File: src/rtl/blastn_pkg.sv
// Shared definitions for the BLASTN alignment datapath: score width, score floor,
// nucleotide codes and the max-tracker state encoding.
package blastn_pkg;

  localparam int SCORE_W_DEF = 8;
  localparam logic [SCORE_W_DEF-1:0] SCORE_MIN = {1'b1, {(SCORE_W_DEF-1){1'b0}}};

  typedef enum logic [1:0] {
    NT_A = 2'd0,
    NT_C = 2'd1,
    NT_G = 2'd2,
    NT_T = 2'd3
  } nt_code_e;

  typedef enum logic {
    ACCUM  = 1'b0,
    REPORT = 1'b1
  } trk_state_e;

endpackage

File: src/rtl/score_max_cmp.sv
// Signed strict-greater compare of a new cell against the running maximum,
// selecting the winner's score and coordinates (ties keep the running max).
module score_max_cmp #(
  parameter int SCORE_W = 8,
  parameter int QPOS_W  = 6,
  parameter int SPOS_W  = 16
) (
  input  logic [SCORE_W-1:0] cur_score,
  input  logic [QPOS_W-1:0]  cur_qpos,
  input  logic [SPOS_W-1:0]  cur_spos,
  input  logic [SCORE_W-1:0] new_score,
  input  logic [QPOS_W-1:0]  new_qpos,
  input  logic [SPOS_W-1:0]  new_spos,
  output logic               greater,
  output logic [SCORE_W-1:0] sel_score,
  output logic [QPOS_W-1:0]  sel_qpos,
  output logic [SPOS_W-1:0]  sel_spos
);

  assign greater   = $signed(new_score) > $signed(cur_score);
  assign sel_score = greater ? new_score : cur_score;
  assign sel_qpos  = greater ? new_qpos  : cur_qpos;
  assign sel_spos  = greater ? new_spos  : cur_spos;

endmodule

File: src/rtl/align_max_tracker.sv
// Tracks the best local-alignment score of each subject and its query/subject
// coordinates, reporting one result per subject over a valid/ready handshake.
module align_max_tracker
  import blastn_pkg::*;
#(
  parameter int SCORE_W = SCORE_W_DEF,
  parameter int QPOS_W  = 6,
  parameter int SPOS_W  = 16
) (
  input  logic               clk,
  input  logic               rst_n,
  input  logic               in_valid,
  output logic               in_ready,
  input  logic [SCORE_W-1:0] in_score,
  input  logic [QPOS_W-1:0]  in_qpos,
  input  logic               in_last_col,
  input  logic               in_last,
  input  logic [SCORE_W-1:0] threshold,
  output logic               res_valid,
  input  logic               res_ready,
  output logic [SCORE_W-1:0] res_score,
  output logic [QPOS_W-1:0]  res_qpos,
  output logic [SPOS_W-1:0]  res_spos,
  output logic               res_hit,
  output logic               res_spos_sat
);

  // state  | meaning
  // ACCUM  | consuming beats of the current subject, updating the running max
  // REPORT | result presented on res_*, waiting for res_ready

  localparam logic [SCORE_W-1:0] SMIN = {1'b1, {(SCORE_W-1){1'b0}}};

  trk_state_e         state, state_nxt;
  logic               ready_en;
  logic               first;
  logic [SCORE_W-1:0] max_score, thr;
  logic [QPOS_W-1:0]  max_qpos;
  logic [SPOS_W-1:0]  max_spos, spos_cnt;
  logic               sat, hit;
  logic               accept;
  logic [SCORE_W-1:0] base_score, nxt_score, thr_eff;
  logic [QPOS_W-1:0]  base_qpos, nxt_qpos;
  logic [SPOS_W-1:0]  base_spos, nxt_spos;
  logic               greater;

  // The first beat of a subject compares against a fresh floor, not the previous result.
  assign base_score = first ? SMIN : max_score;
  assign base_qpos  = first ? '0 : max_qpos;
  assign base_spos  = first ? '0 : max_spos;
  assign thr_eff    = first ? threshold : thr;
  assign accept     = in_valid & in_ready;

  score_max_cmp #(
    .SCORE_W(SCORE_W),
    .QPOS_W (QPOS_W),
    .SPOS_W (SPOS_W)
  ) u_cmp (
    .cur_score(base_score),
    .cur_qpos (base_qpos),
    .cur_spos (base_spos),
    .new_score(in_score),
    .new_qpos (in_qpos),
    .new_spos (spos_cnt),
    .greater  (greater),
    .sel_score(nxt_score),
    .sel_qpos (nxt_qpos),
    .sel_spos (nxt_spos)
  );

  always_comb begin
    state_nxt = state;
    in_ready  = 1'b0;
    res_valid = 1'b0;
    case (state)
      ACCUM: begin
        in_ready = ready_en;
        if (in_valid && ready_en && in_last) state_nxt = REPORT;
      end
      REPORT: begin
        res_valid = 1'b1;
        if (res_ready) state_nxt = ACCUM;
      end
      default: state_nxt = ACCUM;
    endcase
  end

  always_ff @(posedge clk or negedge rst_n) begin
    if (!rst_n) begin
      state     <= ACCUM;
      ready_en  <= 1'b0;
      first     <= 1'b1;
      max_score <= SMIN;
      max_qpos  <= '0;
      max_spos  <= '0;
      spos_cnt  <= '0;
      thr       <= '0;
      sat       <= 1'b0;
      hit       <= 1'b0;
    end else begin
      state    <= state_nxt;
      ready_en <= 1'b1;
      if (accept) begin
        first     <= 1'b0;
        max_score <= nxt_score;
        max_qpos  <= nxt_qpos;
        max_spos  <= nxt_spos;
        if (first) thr <= threshold;
        // The final column's advance is moot: the counter clears when the result is taken.
        if (in_last_col && !in_last) begin
          if (&spos_cnt) sat <= 1'b1;
          else           spos_cnt <= spos_cnt + SPOS_W'(1);
        end
        if (in_last) hit <= $signed(nxt_score) >= $signed(thr_eff);
      end
      if (state == REPORT && res_ready) begin
        first    <= 1'b1;
        spos_cnt <= '0;
        sat      <= 1'b0;
      end
    end
  end

  assign res_score    = max_score;
  assign res_qpos     = max_qpos;
  assign res_spos     = max_spos;
  assign res_hit      = hit;
  assign res_spos_sat = sat;

endmodule

File: config.mk
export PLATFORM = sky130hd
export DESIGN_NAME = align_max_tracker
export DESIGN_NICKNAME = d
export VERILOG_FILES = /design/src/rtl/blastn_pkg.sv /design/src/rtl/score_max_cmp.sv /design/src/rtl/align_max_tracker.sv
export SDC_FILE = /design/constraint.sdc
export NUM_CORES = 1
export LEC_CHECK = 0
export BUFFER_PORTS_ARGS = -buffer_cell sky130_fd_sc_hd__clkbuf_2
export CAP_MARGIN = 10
export CORE_ASPECT_RATIO = 0.7
export CORE_MARGIN = 2
export CORE_UTILIZATION = 57
export DETAILED_ROUTE_END_ITERATION = 10
export PLACE_DENSITY = 0.81
export SYNTH_ARGS = -nofsm -noshare
export SYNTH_HDL_FRONTEND = slang
export SYNTH_HIERARCHICAL = 1
export SYNTH_SLANG_ARGS = --single-unit
File: constraint.sdc
create_clock -name clk -period 4.32 [get_ports clk]
set_clock_uncertainty 0.2 [all_clocks]
set_input_delay 0.648 -clock clk [delete_from_list [all_inputs] [get_ports clk]]
set_output_delay 0.648 -clock clk [all_outputs]
set_load 0.01 [all_outputs]
Word level (Yosys, flattened, before mapping):

Index checks and enable logic that the tools add are counted.

* shifts and indexed selects: 0
* order comparisons: 2
* div/mod/pow operators: 0
* eq/ne operators: 1
* reductions and logical operators: 14
* multiply operators: 0
* multiplexer cells: 22
* bitwise logic cells: 2
* $add $sub $neg: 1

Operators with widths (count)
* 16-bit 2-to-1 mux: 6
* 8-bit 2-to-1 mux: 3
* 16-bit by 1-bit adder with 16-bit output, second input constant: 1
* 16-bit AND reduction: 1
* 6-bit 2-to-1 mux: 2
* 1-bit 2-to-1 mux: 10
* 8-bit >= comparator: 1
* 8-bit greater-than comparator: 1
* 2-bit nonzero test: 4
* 3-bit AND reduction: 2
* 1-bit logical AND: 4
* 2-bit AND reduction: 2
* 2-bit by 1-bit != test with 1-bit output, second input constant: 1
* 1-bit case mux with 2 select lines: 1
* 1-bit bitwise AND: 1
* 1-bit logical NOT: 1
* 1-bit NOT: 1

* RAM bits: 0
* input port bits: 28
* memories: 0
* register bits after elaboration: 59
* word-level logic and storage cells: 52
* latch bits: 0
* ROM bits: 0
* output and inout bits: 34

Depth between registers and ports, before layout:

* depth after elaboration: 5
* gate-level depth with buffers: 17
* mapped depth without buffers: 14

Cells and area by module:

The synthesis kept the hierarchy.

By module, submodules not included
* align_max_tracker: times used 1, area each 3074.2 um2, sequential area each 1478.9 um2, cells an instance 344
* score_max_cmp: times used 1, area each 589.3 um2, sequential area each 0.0 um2, cells an instance 65

Worst setup path after synthesis:

Ideal clock, no wire load.

* path kind: register -> register
* from: reg first
* to: reg hit (netlist: res_hit)
* data arrival time: 3.689 ns
* library setup time: 0.094 ns
* slack: 0.337 ns
* stages on the path, launching flop included: 16
* data required time: 4.026 ns
* buffers on the path: 3
* period minus slack after synthesis: 3.983 ns
* cell sequence: dfstp_2 > buf_1 > clkbuf_1 > nor2b_1 > inv_1 > ha_1 > nand4_1 > o32ai_1 > a31oi_1 > a21oi_2 > buf_6 > mux2_2 > ha_1 > nand4_1 > o311a_1 > a211oi_1

* longest elaborated chain between the ends: 4
* elaborated cells on any way between the ends: 5
* those cells by class: order compare (2); mux (3)

Ends and longest elaborated chain
* from (decl): RTL line align_max_tracker.sv:36 `logic first;`
* from (signal assigned): RTL line align_max_tracker.sv:92 `first <= 1'b1;`
* from (signal assigned): RTL line align_max_tracker.sv:104 `first <= 1'b0;`
* from (signal assigned): RTL line align_max_tracker.sv:117 `first <= 1'b1;`
* 8-bit 2-to-1 mux: RTL line align_max_tracker.sv:48 `assign base_score = first ? SMIN : max_score;`
* named net base_score[6]: RTL line align_max_tracker.sv:42 `logic [SCORE_W-1:0] base_score, nxt_score, thr_eff;`
* 8-bit greater-than comparator: RTL line score_max_cmp.sv:20 `assign greater = $signed(new_score) > $signed(cur_score);`
* 8-bit 2-to-1 mux: RTL line score_max_cmp.sv:21 `assign sel_score = greater ? new_score : cur_score;`
* named net nxt_score[7]: RTL line align_max_tracker.sv:42
* 8-bit >= comparator: RTL line align_max_tracker.sv:114 `if (in_last) hit <= $signed(nxt_score) >= $signed(thr_eff);`
* to (signal assigned): RTL line align_max_tracker.sv:114
* to (decl): RTL line align_max_tracker.sv:40 `logic sat, hit;`

The timed path passes the listed nets, and every way through them passes these cells.
A chain may end at the register's enable or synchronous reset.

Worst setup path after layout:

* from: reg first
* to: reg hit (netlist: res_hit)

* longest elaborated chain between the ends: 4
* elaborated cells on any way between the ends: 5
* those cells by class: order compare (2); mux (3)

Ends and longest elaborated chain (RTL line)
* 8-bit 2-to-1 mux *: align_max_tracker.sv:48
* named net base_score[7]: align_max_tracker.sv:42
* 8-bit greater-than comparator: score_max_cmp.sv:20
* 8-bit 2-to-1 mux *: score_max_cmp.sv:21
* named net nxt_score[7]: align_max_tracker.sv:42
* 8-bit >= comparator *: align_max_tracker.sv:114

The timed path passes the listed nets; every way through them passes the cells marked *.

==> reports/metrics.cfg <==
[timing]
setup_violations = 0
fmax_ghz = 0.245
hold_violations = 0
tns_ns = 0
tightest_slew_ns = 1.22
rsz0062_at_grt = false
fin_crit_ns = 4.07
final.period_utilization = 0.943
holdWs_ns = 0.283
drv_slew = 0
maxSlewHeadroom = 0.182

[clock_tree]
postCtsHoldBufs = 1
cts_inserted_buffers = 9
clkLatencyLatePin_ns = 0.35
cts-htree-levels = 3
postCtsResizedCells = 0
postCtsSetupBuffers = 0
root_buffer = clkbuf_8
clk_pin_slew_ns = 0.06
tritoncts = done
cts_buffer_depth = 2
cts_num_sinks = 59

[hold_path]
hold_path.class = reg -> reg

[yosys]
syn_area_um2 = 3660
synth-warning-count = 6
syn_nets = 453
synthCells = 408
avgSynthCellArea_um2 = 8.97

[route]
drtAntennaViolNets = 0
drt_pass1_iterations = 5
num_vias = 3110
post_drt_wl_per_cell_um = 15.5
drc = 0
vias_per_cell = 5.69
routed_wl_um = 8500
drt_first_iter_violations = 207

[layout]
fill_cells = 514
layout-drive-gt1-share = 0.249
utilization = 0.670
fin_area_um2 = 4170
final_nets = 510
finalNonFillerCells = 547
areaGrowthSynthToFinish_pct = 13.8
diodes = 0

[placement]
place_area_um2 = 4000
portBuffers = 61
gp_congestion = 0.970
place_inst = 531
dp_hpwl_um = 6130

[critical_path]
reg2reg_slack_ns = 0.25
arrival_ns = 4.13
critPathLaunchType = register
worstPathRequired_ns = 4.37
crit_path_max_fanout = 10
critPathKind = reg -> reg
critPathCaptureType = register
crit_chain = or2_2, inv_1, ha_1, nand4_1, o32ai_1, a31oi_1, a21oi_2, mux2_2, ha_1, nand4_1, o2111a_1, o311a_1, a211oi_1
critPathSlowestCell = dfstp_2
cpPeakStageDelay_ns = 0.64

[global_route]
grt_pass1_vias = 2943
grt_max_degree = 48
grt_overflow_total = 0
track_usage = 0.257
grt_pass1_wl_um = 14100
antenna_found_initial = 0

[die]
dieArea_um2 = 7090
coreArea_um2 = 6220
chipWidth_um = 99.8
die_y_um = 71.0
start_util = 0.589
rows = 24
ios = 62

[run_status]
status = finished, final reports clean

[power]
ir_drop_mv = 0.299
p_leak_nw = 2.10
power_density_nw_per_um2 = 428

[job]
max_cap_violations = 0

-- final timing paths --
| path | from | endpoint | cells after the start |
|---|---|---|---|
| setup / recovery | first | res_hit | 13 |
| hold / removal | res_score[7] | res_score[7] | 2 |
| setup reg to reg | first | res_hit | 13 |
| hold reg to reg | res_score[7] | res_score[7] | 2 |
| max in group asynchronous | rst_n | res_score[2] | 3 |
| min in group asynchronous | rst_n | res_score[4] | 2 |
-- critical path: cells and delay by family (launching register included) --
kind                       cells  cell delay, ns
adders and majority gates      2            0.66
muxes                          1            0.42
and+or+nand+nor                3            0.49
buffers and inverters          1            0.04
DFF                            1            0.64
AOI/OAI and AO/OA              6            1.55
-- flip-flops by register name (all words and copies together), names as in the netlist --
| signal | count |
|---|---|
| res_spos | 16 |
| spos_cnt | 16 |
| res_score | 8 |
| thr | 8 |
| res_qpos | 6 |
| first | 1 |
| ready_en | 1 |
| res_hit | 1 |
| res_spos_sat | 1 |
| state | 1 |
-- power breakdown --
group	internal (W)	switching [W]	total, W
sequential	0.000640	0.0000679	0.000708
combinational	0.000279	0.000360	0.000639
clock	0.000218	0.000218	0.000435
-- through the flow --
step           total power (W)  worst slack, ns
2_1_floorplan          0.00116            0.337
3_3_place_gp           0.00131            0.590
3_5_place_dp           0.00135            0.361
4_1_cts                0.00179            0.332
5_1_grt                0.00190           0.0864
6_report               0.00178            0.247
-- cell usage in the layout, fill, tap and decap left out, drive strengths merged, types with 7 or more instances in the layout --
cell,count
nand2,118
clkbuf,73
dfrtp,57
nor2b,31
mux2,31
a21oi,19
mux2i,17
ha,17
inv,16
nor2,11
nand4,8
nand2b,7
-- layout make-up --
class,count,area (um2),area share
Inverter,16,60.1,0.0144
Tap cell,78,97.6,0.0234
Clock inverter,3,15.0,0.00360
Timing Repair Buffer,67,353,0.0847
Clock buffer,12,145,0.0348
Multi-Input combinational cell,312,2020,0.484
Sequential cell,59,1480,0.355
-- metal layers --
metal / up-vias / share of wire / GRT usage / wire [um]
li1: 1509 / - / - / -
met1: 1473 / 0.48 / 0.366 / 4100
met2: 113 / 0.43 / 0.382 / 3610
met3: 15 / 0.080 / 0.0800 / 679
met4: 0 / 0.013 / 0.0731 / 109
met5: - / 0 / 0 / 0
(Power assumes the default switching activity.)
